File: config.mk
export PLATFORM = sky130hd
export DESIGN_NAME = aibndpnr_bscan_seq
export DESIGN_NICKNAME = d
export VERILOG_FILES = /design/src/rtl/aibndpnr_bscan_seq.sv
export SDC_FILE = /design/constraint.sdc
export NUM_CORES = 1
export LEC_CHECK = 0
export CORE_ASPECT_RATIO = 1.4
export CORE_MARGIN = 1
export CORE_UTILIZATION = 32
export CTS_CLUSTER_SIZE = 20
export DETAILED_ROUTE_END_ITERATION = 8
export GPL_ROUTABILITY_DRIVEN = 0
export HOLD_SLACK_MARGIN = 0.05
export PLACE_DENSITY = 0.51
export SYNTH_ARGS = -nofsm -noshare
export SYNTH_HDL_FRONTEND = slang
export SYNTH_SLANG_ARGS = --single-unit
File: constraint.sdc
create_clock -name clk -period 2.1 [get_ports clk]
set_clock_uncertainty 0.1 [all_clocks]
set_input_delay 0.525 -clock clk [delete_from_list [all_inputs] [get_ports clk]]
set_output_delay 0.525 -clock clk [all_outputs]
set_load 0.05 [all_outputs]
File: src/rtl/aibndpnr_bscan_seq.sv
// aibndpnr_bscan_seq: local BSR chain sequencer for one AIB channel.
// Runs reset override, LFSR fill/check through the chain, then apply window.
// Ports: clk/rstb; start/abort control; cfg_* sampled at start accept;
//   jtag_rx_scan_in chain return; jtag_* chain controls (all registered);
//   busy/done/pass/err_cnt status.
module aibndpnr_bscan_seq #(
  parameter int          CHAIN_LEN = 12,
  parameter logic [15:0] SEED_DFLT = 16'hACE1
) (
  input  logic        clk,
  input  logic        rstb,
  input  logic        start,
  input  logic        abort,
  input  logic [7:0]  cfg_rst_cyc,
  input  logic [7:0]  cfg_hold_cyc,
  input  logic        cfg_intest,
  input  logic [15:0] cfg_seed,
  input  logic        jtag_rx_scan_in,
  output logic        jtag_clkdr,
  output logic        jtag_scanen,
  output logic        jtag_scan_out,
  output logic        jtag_mode,
  output logic        jtag_intest,
  output logic        jtag_rstb_en,
  output logic        jtag_rstb,
  output logic        busy,
  output logic        done,
  output logic        pass,
  output logic [7:0]  err_cnt
);

  localparam int TW = $clog2(CHAIN_LEN + 1);
  localparam logic [TW-1:0] TLAST = TW'(CHAIN_LEN - 1);

  typedef enum logic [2:0] {
    S_IDLE,
    S_LOAD,
    S_RST,
    S_FILL,
    S_CHECK,
    S_APPLY,
    S_DONE
  } st_t;

  st_t          st, nst;
  logic         ph, nph;
  logic [TW-1:0] tk, ntk;
  logic [7:0]   cyc, ncyc;
  logic [7:0]   rst_q, hold_q;
  logic         intest_q;
  logic [15:0]  lfsr, nlfsr;
  logic [15:0]  xlfsr, nxlfsr;
  logic [7:0]   nerr;
  logic         npass;
  logic         accept;
  logic         shifting;
  logic [15:0]  seed_eff;

  function automatic logic [15:0] adv(
    input logic [15:0] l
  );
    return {l[14:0], l[15] ^ l[13] ^ l[12] ^ l[10]};
  endfunction

  assign seed_eff = (cfg_seed == 16'h0) ? SEED_DFLT
                                        : cfg_seed;

  always_comb begin
    nst    = st;
    nph    = ph;
    ntk    = tk;
    ncyc   = cyc;
    nlfsr  = lfsr;
    nxlfsr = xlfsr;
    nerr   = err_cnt;
    npass  = pass;
    accept = 1'b0;
    unique case (st)
      S_IDLE: begin
        if (start && !abort) begin
          accept = 1'b1;
          nst    = S_LOAD;
          npass  = 1'b0;
          nerr   = 8'h0;
          nlfsr  = seed_eff;
          nxlfsr = seed_eff;
        end
      end
      // One settle cycle: seed and config are in
      // their registers before any chain activity.
      S_LOAD: begin
        nph = 1'b0;
        ntk = TLAST;
        if (rst_q != 8'h0) begin
          nst  = S_RST;
          ncyc = rst_q - 8'd1;
        end else begin
          nst = S_FILL;
        end
      end
      S_RST: begin
        if (cyc == 8'h0) nst = S_FILL;
        else             ncyc = cyc - 8'd1;
      end
      S_FILL: begin
        nph = !ph;
        if (ph) begin
          nlfsr = adv(lfsr);
          if (tk == '0) begin
            nst = S_CHECK;
            ntk = TLAST;
          end else begin
            ntk = tk - 1'b1;
          end
        end
      end
      S_CHECK: begin
        nph = !ph;
        if (!ph) begin
          // End of phase L: chain output is stable.
          nxlfsr = adv(xlfsr);
          if (jtag_rx_scan_in != xlfsr[15] &&
              err_cnt != 8'hFF)
            nerr = err_cnt + 8'd1;
        end else if (tk == '0) begin
          if (hold_q != 8'h0) begin
            nst  = S_APPLY;
            ncyc = hold_q - 8'd1;
          end else begin
            nst   = S_DONE;
            npass = (err_cnt == 8'h0);
          end
        end else begin
          nlfsr = adv(lfsr);
          ntk   = tk - 1'b1;
        end
      end
      S_APPLY: begin
        if (cyc == 8'h0) begin
          nst   = S_DONE;
          npass = (err_cnt == 8'h0);
        end else begin
          ncyc = cyc - 8'd1;
        end
      end
      S_DONE: nst = S_IDLE;
      default: nst = S_IDLE;
    endcase
    if (abort && st != S_IDLE) begin
      nst   = S_IDLE;
      nph   = 1'b0;
      npass = 1'b0;
      nerr  = err_cnt;
    end
  end

  assign shifting = (nst == S_FILL) ||
                    (nst == S_CHECK);

  always_ff @(posedge clk or negedge rstb) begin
    if (!rstb) begin
      st            <= S_IDLE;
      ph            <= 1'b0;
      tk            <= '0;
      cyc           <= 8'h0;
      rst_q         <= 8'h0;
      hold_q        <= 8'h0;
      intest_q      <= 1'b0;
      lfsr          <= 16'h0;
      xlfsr         <= 16'h0;
      jtag_clkdr    <= 1'b0;
      jtag_scanen   <= 1'b0;
      jtag_scan_out <= 1'b0;
      jtag_mode     <= 1'b0;
      jtag_intest   <= 1'b0;
      jtag_rstb_en  <= 1'b0;
      jtag_rstb     <= 1'b1;
      busy          <= 1'b0;
      done          <= 1'b0;
      pass          <= 1'b0;
      err_cnt       <= 8'h0;
    end else begin
      st    <= nst;
      ph    <= nph;
      tk    <= ntk;
      cyc   <= ncyc;
      lfsr  <= nlfsr;
      xlfsr <= nxlfsr;
      if (accept) begin
        rst_q    <= cfg_rst_cyc;
        hold_q   <= cfg_hold_cyc;
        intest_q <= cfg_intest;
      end
      jtag_clkdr    <= shifting && nph;
      jtag_scanen   <= shifting;
      jtag_scan_out <= shifting && nlfsr[15];
      jtag_mode     <= (nst == S_APPLY);
      jtag_intest   <= (nst == S_APPLY) &&
                       intest_q;
      jtag_rstb_en  <= (nst == S_RST);
      jtag_rstb     <= (nst != S_RST);
      busy          <= (nst != S_IDLE);
      done          <= (nst == S_DONE);
      pass          <= npass;
      err_cnt       <= nerr;
    end
  end

endmodule

Word-level counts from Yosys, hierarchy flattened
Index checks and enable logic that the tools add are counted.
- output and inout port bits: 18
- logic and storage cells: 138
- bits in registers: 83
- bits of input ports: 38
- eq/ne operators: 28
- add/subtract/negate cells: 5
- muxes and demuxes: 46
- bitwise logic cells: 7
- reductions and logical operators: 31
- operators by type and width (operator ; number):
    $mux W16 ; 7
    $mux W8 ; 8
    $pmux W16 S3 ; 1
    $pmux W16 S2 ; 1
    $mux W3 ; 8
    $pmux W8 S3 ; 1
    $sub A8 B1 Y8 const B ; 3
    $ne A2 B2 Y1 const B ; 10
    $pmux W3 S6 ; 1
    $logic_not A16 Y1 ; 1
    $logic_not A8 Y1 ; 2
    $mux W4 ; 4
    $pmux W8 S2 ; 1
    $reduce_bool A8 Y1 ; 2
    $eq A3 B3 Y1 const B ; 5
    $ne A3 B3 Y1 const B ; 5
    $reduce_bool A3 Y1 ; 5
    $eq A3 B2 Y1 const B ; 4
    $pmux W4 S3 ; 1
    $reduce_and A6 Y1 ; 2
    $mux W1 ; 10
    $reduce_and A5 Y1 ; 2
    $add A8 B1 Y8 const B ; 1
    $ne A8 B8 Y1 const B ; 1
    19 further kinds ; 31

Longest topological paths before layout
Gate-level depths: netlist of run 1.
- word-level depth: 9
- gate-level depth with buffers: 11
- gate-level depth less buffers: 9

Worst setup path before layout of run 1
OpenSTA, ideal clock, no wires.
- kind: register to register
- start: register err_cnt[1]
- end: register err_cnt[4]
- required time: 1868 ps
- arrival: 2005 ps
- stages on the path, launching flop included: 8
- buffers on the path: 0
- library setup time: 132 ps
- period minus slack after synthesis: 2237 ps
- setup slack: -137 ps
- cell sequence: dfrtp_1 ha_1 nand3_1 o311ai_0 a2bb2oi_2 and2b_1 xnor2_1 nor2_1
- longest elaborated chain between the ends: 4
- elaborated cells on any way between the ends: 8
- classes of those cells: add/sub (1); eq/ne (2); mux (3); reduce/logical (2)
- RTL lines (what ; line ; RTL):
    from (decl) ; 29 ; output logic [7:0] err_cnt
    from (signal assigned) ; 205 ; err_cnt <= nerr;
    $add A8 B1 Y8 or $ne A8 B8 Y1 (tied branches) ; 124, 123 ;
    $mux W8 or $logic_and A1 B1 Y1 (tied branches) ; 122 ; if (jtag_rx_scan_in != xlfsr[15] &&
    $mux W8 or $ne A2 B2 Y1 (tied branches) ; n/a ;
    $pmux W8 S2 or $reduce_and A5 Y1 (tied branches) ; n/a ;
Several ways; a longest one is shown, not always the timed one. The select of a mux whose other input is x is not followed.
A chain may end at the register's enable or synchronous reset.

Worst setup path in the final report of run 1
- start: register st[0]
- end: register jtag_scan_out
- longest elaborated chain between the ends: 7
- elaborated cells on any way between the ends: 22
- classes of those cells: eq/ne (7); mux (10); reduce/logical (5)
- RTL lines (what ; line ; RTL):
    from (decl) ; 45 ; st_t st, nst;
    from (signal assigned) ; 183 ; st <= nst;
    $mux W3 (on tied branches) ; 125, 109 ;
    $mux W3 (on tied branches) ; 119, 107 ;
    $pmux W3 S6 ; 78 ; unique case (st)
    $mux W3 (*) ; 149 ; if (abort && st != S_IDLE) begin
    net nst[0] ; 45 ;
    $eq A3 B2 Y1 or $eq A3 B3 Y1 (tied branches) ; 157, 158 ;
    $logic_or A1 B1 Y1 (*) ; 157 ; assign shifting = (nst == S_FILL) ||
    net shifting ; 56 ; logic shifting;
    $logic_and A1 B1 Y1 (*) ; 196 ; jtag_scan_out <= shifting && nlfsr[15];
    to (signal assigned) ; 196 ;
    to (decl) ; 21 ; output logic jtag_scan_out,
The timed path passes the listed nets; every way through them passes the cells marked *.

==> results of run 1 <==
==> routing by layer <==
metal	part of all wire, %	track usage (%)
met4	3.0	9.19
met1	37	21.2
met3	2.6	2.97
met5	0	0
met2	57	38.4
==> final timing paths <==
| check | from | endpoint | slack, ns | depth (start not counted) |
|---|---|---|---|---|
| min in group asynchronous | rstb | jtag_mode | 0.52 | 2 |
| max in group asynchronous | rstb | err_cnt[1] | 0.83 | 3 |
| max reg2reg | st[0] | jtag_scan_out | -0.06 | 6 |
| min reg2reg | intest_q | intest_q | 0.37 | 2 |
| min | intest_q | intest_q | 0.37 | 2 |
| max | st[0] | jtag_scan_out | -0.06 | 6 |
==> area by class of cell <==
type | instances | share of cell area [%]
multi-input cells | 391 | 37.4
flip-flops and latches | 83 | 29.3
repair buffers | 194 | 25.1
clock buffers | 13 | 3.80
well taps | 185 | 3.26
inverters | 19 | 1.04
clock inverters | 2 | 0.141
==> cell families after synthesis <==
logic type	Yosys count	synth area share (%)
AOI/OAI and AO/OA	118	17.8
xor gates and xnor gates	16	3.06
adders and majority gates	5	1.37
buffers and inverters	52	5.11
DFF	83	45.4
muxes	13	2.98
and+or+nand+nor	238	24.3
==> cell usage after synthesis (2+ instances only) <==
library cell / instances
a211o_1: 2
a211oi_1: 4
a21o_1: 6
a21oi_1: 27
a222oi_1: 8
a22oi_1: 3
a2bb2oi_2: 2
a31oi_1: 11
and2_1: 4
and2b_1: 2
and3_1: 2
buf_1: 2
buf_2: 16
buf_6: 2
clkbuf_1: 12
dfrtp_1: 82
ha_1: 5
inv_1: 18
mux2i_1: 11
nand2_1: 115
nand2b_1: 4
nand3_1: 18
nand3b_1: 2
nand4_1: 5
nor2_1: 47
nor3_1: 7
nor4_1: 9
nor4_4: 2
o211a_1: 2
o211ai_1: 7
o21ai_0: 22
o21ai_1: 3
o21ai_2: 2
o221ai_1: 2
o22ai_1: 4
o311ai_0: 2
o31ai_1: 3
or2_1: 3
or3_1: 9
xnor2_1: 10
xor2_1: 6
==> per-stage QoR <==
step	power [mW]	TNS [ns]
after floorplan	4.91	0
after global placement	6.48	-7.91
after detailed placement	6.55	-9.47
after CTS	8.50	-0.0567
after global routing	9.61	-1.29
final	9.02	-0.190
==> critical path: cells and delay by family (launching register included) <==
kind            cells  cell delay (ns)
compound gates      3             0.59
simple gates        2             0.57
flops               1             0.46
mux                 1             0.33
==> registers in the layout, summed over array words and instances (netlist names) <==
register,cells
intest_q,1
jtag_rstb_en,1
jtag_scanen,1
jtag_mode,1
jtag_clkdr,1
pass,1
busy,1
cyc,8
jtag_intest,1
lfsr,16
rst_q,8
tk,4
hold_q,8
ph,1
jtag_rstb,1
jtag_scan_out,1
done,1
st,3
err_cnt,8
xlfsr,16
==> timing repair <==
action | CTS | global route
hold endpoints to repair | 18 | 0
gates cloned | 1 | 4
endpoints found under the setup margin | 53 | 68
buffers inserted | 9 | 19
pin swaps | 15 | 32
hold buffers | 1 | 0
gates resized for setup | 45 | 61
==> power breakdown <==
group          internal [mW]  switching, mW
clock network          0.888          0.617
logic                   2.41           2.36
registers               2.22          0.523
total                   5.52           3.50
==> run_results.csv, run 1 <==
group,metric,value,unit
status,status,"finished with violations",
status,failed_checks,"setup timing",
clocking,insertion_delay,0.34,ns
final_layout,instances_no_fill,887,
floorplan,core_area,13900,µm²
final_layout,nets,741,
sta,slew_viol_final,0,
detailed_routing,drt-total-wl,14.7,mm
logic_synthesis,synth_ff_type,"dfrtp_1",
flow_run,cap_viol_max_count,0,
final_layout,diodes,0,
detailed_routing,drt_iter0_markers,234,
critical_path,path_cells,"or3b_4 > a211o_1 > o211a_4 > a21boi_4 > mux2_4 > and2_4",
logic_synthesis,synth.distinct_cells,63,
sta,slew_headroom,76.1,%
floorplan,fp.dieH,144,µm
detailed_routing,wl_per_cell,16.6,µm
floorplan,dieArea,14800,µm²
sta,min_period_over_period,103,%
logic_synthesis,seq_area_frac_synth,45.4,%
floorplan,fp-row-count,51,
detailed_routing,drc,0,
clocking,cts_made_buffers,9,
logic_synthesis,synth_edf_count,0,
sta,hold_viol,0,
global_routing,grt_pass1_vias,4702,
critical_path,endpoint_kind,"flop",
final_layout,seqCellArea,2090,µm²
placement,dpl_worst_slack,-0.241,ns
logic_synthesis,netlist.area_leader.share,44.8,%
logic_synthesis,synth_nets,568,
clocking,cts.sink_count,83,
logic_synthesis,ys_async_sr_fraction,100,%
global_routing,antenna_found_initial,0,
final_layout,finish.instance_area,7110,µm²
sta,fin_crit,2.16,ns
global_routing,grt_overflow_total,0,
detailed_routing,vias_per_cell,5.15,
final_layout,syn2layout_area_growth,55.2,%
sta,fin_ws,-0.0585,ns
final_layout,final_common_cell,"buf_4",
global_routing,grt_usage,20.1,%
critical_path,cpMaxStageDelayCell,"dfrtp_2",
clocking,cts_tree,"built",
power_and_ir_drop,p_leak,3.23,nW
power_and_ir_drop,vdd_drop_max,571,µV
sta,rsz0062_at_grt,"yes",
final_layout,mostFrequentLayoutCells,"129 x buf_4, 113 x nand2_1, 76 x dfrtp_1",
logic_synthesis,synth.area.top_cells,"dfrtp_1 45%, nand2_1 9.4%, nor2_1 3.9%",
logic_synthesis,syn-cell-area,4580,µm²
final_layout,drive_gt1_share,35.2,%
critical_path,setup.worst_path.class,"flop to flop",
placement,hpwl,10.3,mm
critical_path,cp-start-kind,"flop",
floorplan,die_w,103,µm
logic_synthesis,syn_inst,525,
sta,max_freq,463,MHz
placement,place_area,6020,µm²
global_routing,grt_max_degree,31,
detailed_routing,antenna_left,0,
final_layout,multi_input_comb_area,2660,µm²
clocking,cts_root_buf,"clkbuf_16",
logic_synthesis,synth_warnings,0,
clocking,cts_buffer_depth,2,
placement,io_buffers,55,
sta,setup_viol,5,
detailed_routing,vias,4566,
logic_synthesis,ys_seq_elements,83,
sta,tightest_slew,0.356,ns
critical_path,max_stage_delay,0.46,ns
critical_path,crit_fanout,5,
clocking,htree_levels,3,
placement,place_inst,839,
power_and_ir_drop,powerDensity,1270,nW/µm²
detailed_routing,first_pass_iters,4,
final_layout,fin_util,51.1,%
critical_path,critPathArrivalTime,2.29,ns
global_routing,grt_first_pass_wirelength,22.5,mm
floorplan,ios,56,
critical_path,required,2.23,ns
hold_path,hp-class,"flop to flop",
floorplan,start_util,32.9,%
clocking,clkTransAtPathRegs,0.06,ns
final_layout,nFillCells,1371,
sta,holdWs,0.373,ns
logic_synthesis,syn_area_per_cell,8.72,µm²
logic_synthesis,synth_area_leader_cell,"dfrtp_1",
(Power assumes the default switching activity.)
==> inputs of run 2 (changes only) <==
- CTS_CLUSTER_DIAMETER: not set -> 150
==> results of run 2 <==
Same layout as run 1: the final DEF is identical, and so are final timing and power.
==> inputs of run 3 (changes only) <==
- ABC_AREA: not set -> 1
- CTS_BUF_LIST: not set -> sky130_fd_sc_hd__clkbuf_4
- HOLD_SLACK_MARGIN: 0.05 -> 0.1
==> run 3 against run 2 <==
Against the previous run: the run now ends clean; synthesized cell count rose by 10%; final cell count fell by 1.5%; register-to-register slack improved by 0.20 ns; count of clock-buffer cells in the layout fell by 2; combinational power fell by 35%; global-route usage fell by 2.9 points; synthesized area fell by 3.2%; setup slack improved by 0.20 ns; largest cell class is now flip-flops and latches; critical path depth rose by 5; sequential power fell by 7.6%; clock power fell by 29%; largest power group unchanged.
==> run_results.csv, run 3 <==
group,metric,value,unit
sta,tns,0,ns
logic_synthesis,netlist.area_leader.share,46.3,%
critical_path,r2r_setup_slack,0.14,ns
critical_path,path_cells,"inv_2 > nand2_1 > nand2_4 > nor2_1 > nor2_2 > ha_1 > nand2_1 > nor2_2 > nand3_1 > nand3_1 > nand2_1",
final_layout,fin_util,42.5,%
final_layout,instances_no_fill,874,
logic_synthesis,syn_inst,579,
critical_path,cp-start-kind,"flop",
critical_path,setup.worst_path.class,"flop to flop",
detailed_routing,first_pass_iters,4,
critical_path,required,2.34,ns
critical_path,rr_startpoint,"st[1]",
clocking,cts_buffer_depth,2,
placement,io_buffers,55,
final_layout,nets,730,
critical_path,worst-path-stages,11,
global_routing,grt_usage,17.2,%
global_routing,antenna_found_initial,0,
logic_synthesis,synth_edf_count,0,
critical_path,path_delay_family,"simple AND/OR/NAND/NOR gates",
logic_synthesis,synth_compound_area_share,14.7,%
global_routing,grt_max_degree,39,
final_layout,syn2layout_area_growth,29.1,%
sta,hold_viol,0,
detailed_routing,wl_per_cell,13.3,µm
logic_synthesis,ys_async_sr_fraction,100,%
power_and_ir_drop,p_leak,2.86,nW
logic_synthesis,syn_area_per_cell,7.65,µm²
floorplan,start_util,32.9,%
final_layout,reg_top3,"lfsr: 16 flops, xlfsr: 16 flops",
critical_path,critPathLaunch,"st[1]",
clocking,cts.sink_count,83,
critical_path,max_stage_delay,0.44,ns
detailed_routing,drt_iter0_markers,101,
logic_synthesis,synth_warnings,0,
hold_path,hp-class,"flop to flop",
status,status,"complete, no violations",
sta,slew_headroom,65.3,%
clocking,cts_tree,"built",
power_and_ir_drop,p_switching,2.80,mW
global_routing,grt_overflow_total,0,
hold_path,min_delay_path_depth,2,
logic_synthesis,synth_ff_type,"dfrtp_1",
final_layout,nFillCells,1417,
power_and_ir_drop,p_int,3.94,mW
floorplan,core_area,13500,µm²
sta,fin_crit,1.96,ns
power_and_ir_drop,power_frac_seq,37.7,%
power_and_ir_drop,p_clk_share,15.9,%
critical_path,r2r_end,"cyc[6]",
power_and_ir_drop,switching_share,41.5,%
final_layout,mostFrequentLayoutCells,"158 x nand2_1, 82 x dfrtp_1, 81 x inv_1",
critical_path,endpoint_kind,"flop",
logic_synthesis,ys_seq_elements,83,
critical_path,endpoint,"cyc[6]",
floorplan,die_w,101,µm
sta,rsz0062_at_grt,"yes",
detailed_routing,antenna_left,0,
logic_synthesis,syn-cell-area,4430,µm²
logic_synthesis,yosysMostFrequentCell,"nand2_1",
power_and_ir_drop,powerDensity,1180,nW/µm²
floorplan,fp.dieH,141,µm
clocking,insertion_delay,0.43,ns
sta,tightest_slew,0.520,ns
logic_synthesis,synth_adder_area_share,1.41,%
clocking,cts_made_buffers,9,
final_layout,final_common_cell,"nand2_1",
clocking,htree_levels,3,
hold_path,hp-start,"lfsr[11]",
power_and_ir_drop,vdd_drop_max,363,µV
logic_synthesis,synth.area.top_cells,"dfrtp_1 46%, nand2_1 14%, o21ai_0 7.1%",
floorplan,fp-row-count,50,
global_routing,grt_first_pass_wirelength,19.2,mm
clocking,cts_root_buf,"clkbuf_4",
clocking,clkTransAtPathRegs,0.14,ns
critical_path,cpMaxStageDelayCell,"dfrtp_1",
critical_path,crit_buf_inv,1,
logic_synthesis,synth_nets,622,
final_layout,drive_gt1_share,17.6,%
logic_synthesis,muxShareOfSynthArea,0,%
detailed_routing,drt-total-wl,11.6,mm
sta,setup_viol,0,
sta,min_period_over_period,93.3,%
sta,slew_viol_final,0,
logic_synthesis,synth_xor_area_share,1.98,%
final_layout,multi_input_comb_area,1980,µm²
flow_run,cap_viol_max_count,0,
critical_path,critPathMostFrequentCell,"nand2_1",
critical_path,rr_worst_depth,11,
detailed_routing,vias,4084,
placement,hpwl,8.89,mm
sta,max_freq,510,MHz
detailed_routing,drc,0,
logic_synthesis,yosys.area_share.simple,25.7,%
final_layout,seqCellArea,2080,µm²
critical_path,critPathArrivalTime,2.20,ns
logic_synthesis,synth_common_cells,"160 x nand2_1, 82 x dfrtp_1, 81 x inv_1",
floorplan,dieArea,14300,µm²
logic_synthesis,synth_area_leader_cell,"dfrtp_1",
final_layout,diodes,0,
detailed_routing,vias_per_cell,4.67,
placement,place_inst,856,
power_and_ir_drop,share_comb_of_total_power,46.3,%
critical_path,crit_fanout,6,
floorplan,ios,56,
logic_synthesis,synth_top_family_by_area,"simple AND/OR/NAND/NOR gates",
logic_synthesis,seq_area_frac_synth,46.9,%
logic_synthesis,synth.distinct_cells,41,
global_routing,grt_pass1_vias,4083,
-- run 3: cell types whose count changed after synthesis, sizes merged, moves of 6 or more --
cell / change
a31oi: -8
mux2i: -11
nand2: +50
inv: +68
nor4: -9
or3: -9
nand3: +12
clkbuf: -7
a222oi: -8
o21ai: +39
a21o: -6
buf: -12
-- run 3: how the worst min path moves through the flow --
stage / slack, ns / end
final: 0.40 / lfsr[11]
after global routing: 0.42 / lfsr[11]
after CTS: 0.40 / lfsr[11]
after detailed placement: 0.37 / lfsr[11]
after global placement: 0.37 / lfsr[11]
after floorplan: 0.13 / busy
-- run 3: repair_timing --
item | CTS | global route
endpoints found under the setup margin | 0 | 48
resized for setup | 0 | 14
hold buffers | 1 | 0
endpoints found under the hold margin | 35 | 0
buffers inserted | 0 | 1
-- run 3: worst min-delay path: cells and delay by family, from the launching register on --
family	cells	cell delay (ns)
flip-flops	1	0.37
AND/OR/NAND/NOR	2	0.11
-- run 3: cell type report --
cell class | instances | share of cell area (%)
clock buffers | 11 | 1.44
multi-input cells | 394 | 34.7
clock inverters | 5 | 1.33
inverters | 88 | 5.77
well taps | 182 | 3.98
repair buffers | 111 | 16.5
flip-flops and latches | 83 | 36.3
-- run 3: per-stage QoR --
step           setup slack, ns  total power [mW]  hold WS, ns  instance area (µm²)
2_1_floorplan            0.163              4.56        0.129                 4430
3_3_place_gp            -0.104              5.56        0.365                 5500
3_5_place_dp            -0.153              5.62        0.367                 5500
4_1_cts                 0.0116              6.72        0.399                 5670
5_1_grt                -0.0455              7.32        0.418                 5720
6_report                 0.141              6.74        0.398                 5720
-- run 3: cell families (layout without fill, tap and decap cells) --
group | count (synthesis) | count (layout)
XOR/XNOR | 10 | 10
adder cells (fa/ha/maj) | 5 | 5
buffers and inverters | 102 | 215
AO/OA/AOI/OAI | 114 | 114
flip-flops | 83 | 83
AND/OR/NAND/NOR | 265 | 265
-- run 3: routing by layer --
metal | global-route usage, % | share of wire [%] | vias up
met5 | 0 | 0 | -
met4 | 7.17 | 2.0 | 0
li1 | - | - | 2070
met3 | 2.33 | 2.1 | 13
met1 | 19.5 | 41 | 1943
met2 | 31.8 | 55 | 58
-- run 3: power groups by stage --
stage / clock network [mW] / registers (mW) / logic (mW)
final: 1.07 / 2.54 / 3.12
after floorplan: 0 / 2.61 / 1.94
after CTS: 1.11 / 2.54 / 3.07
after detailed placement: 0 / 2.57 / 3.05
after global placement: 0 / 2.57 / 3.00
after global routing: 1.18 / 2.61 / 3.54
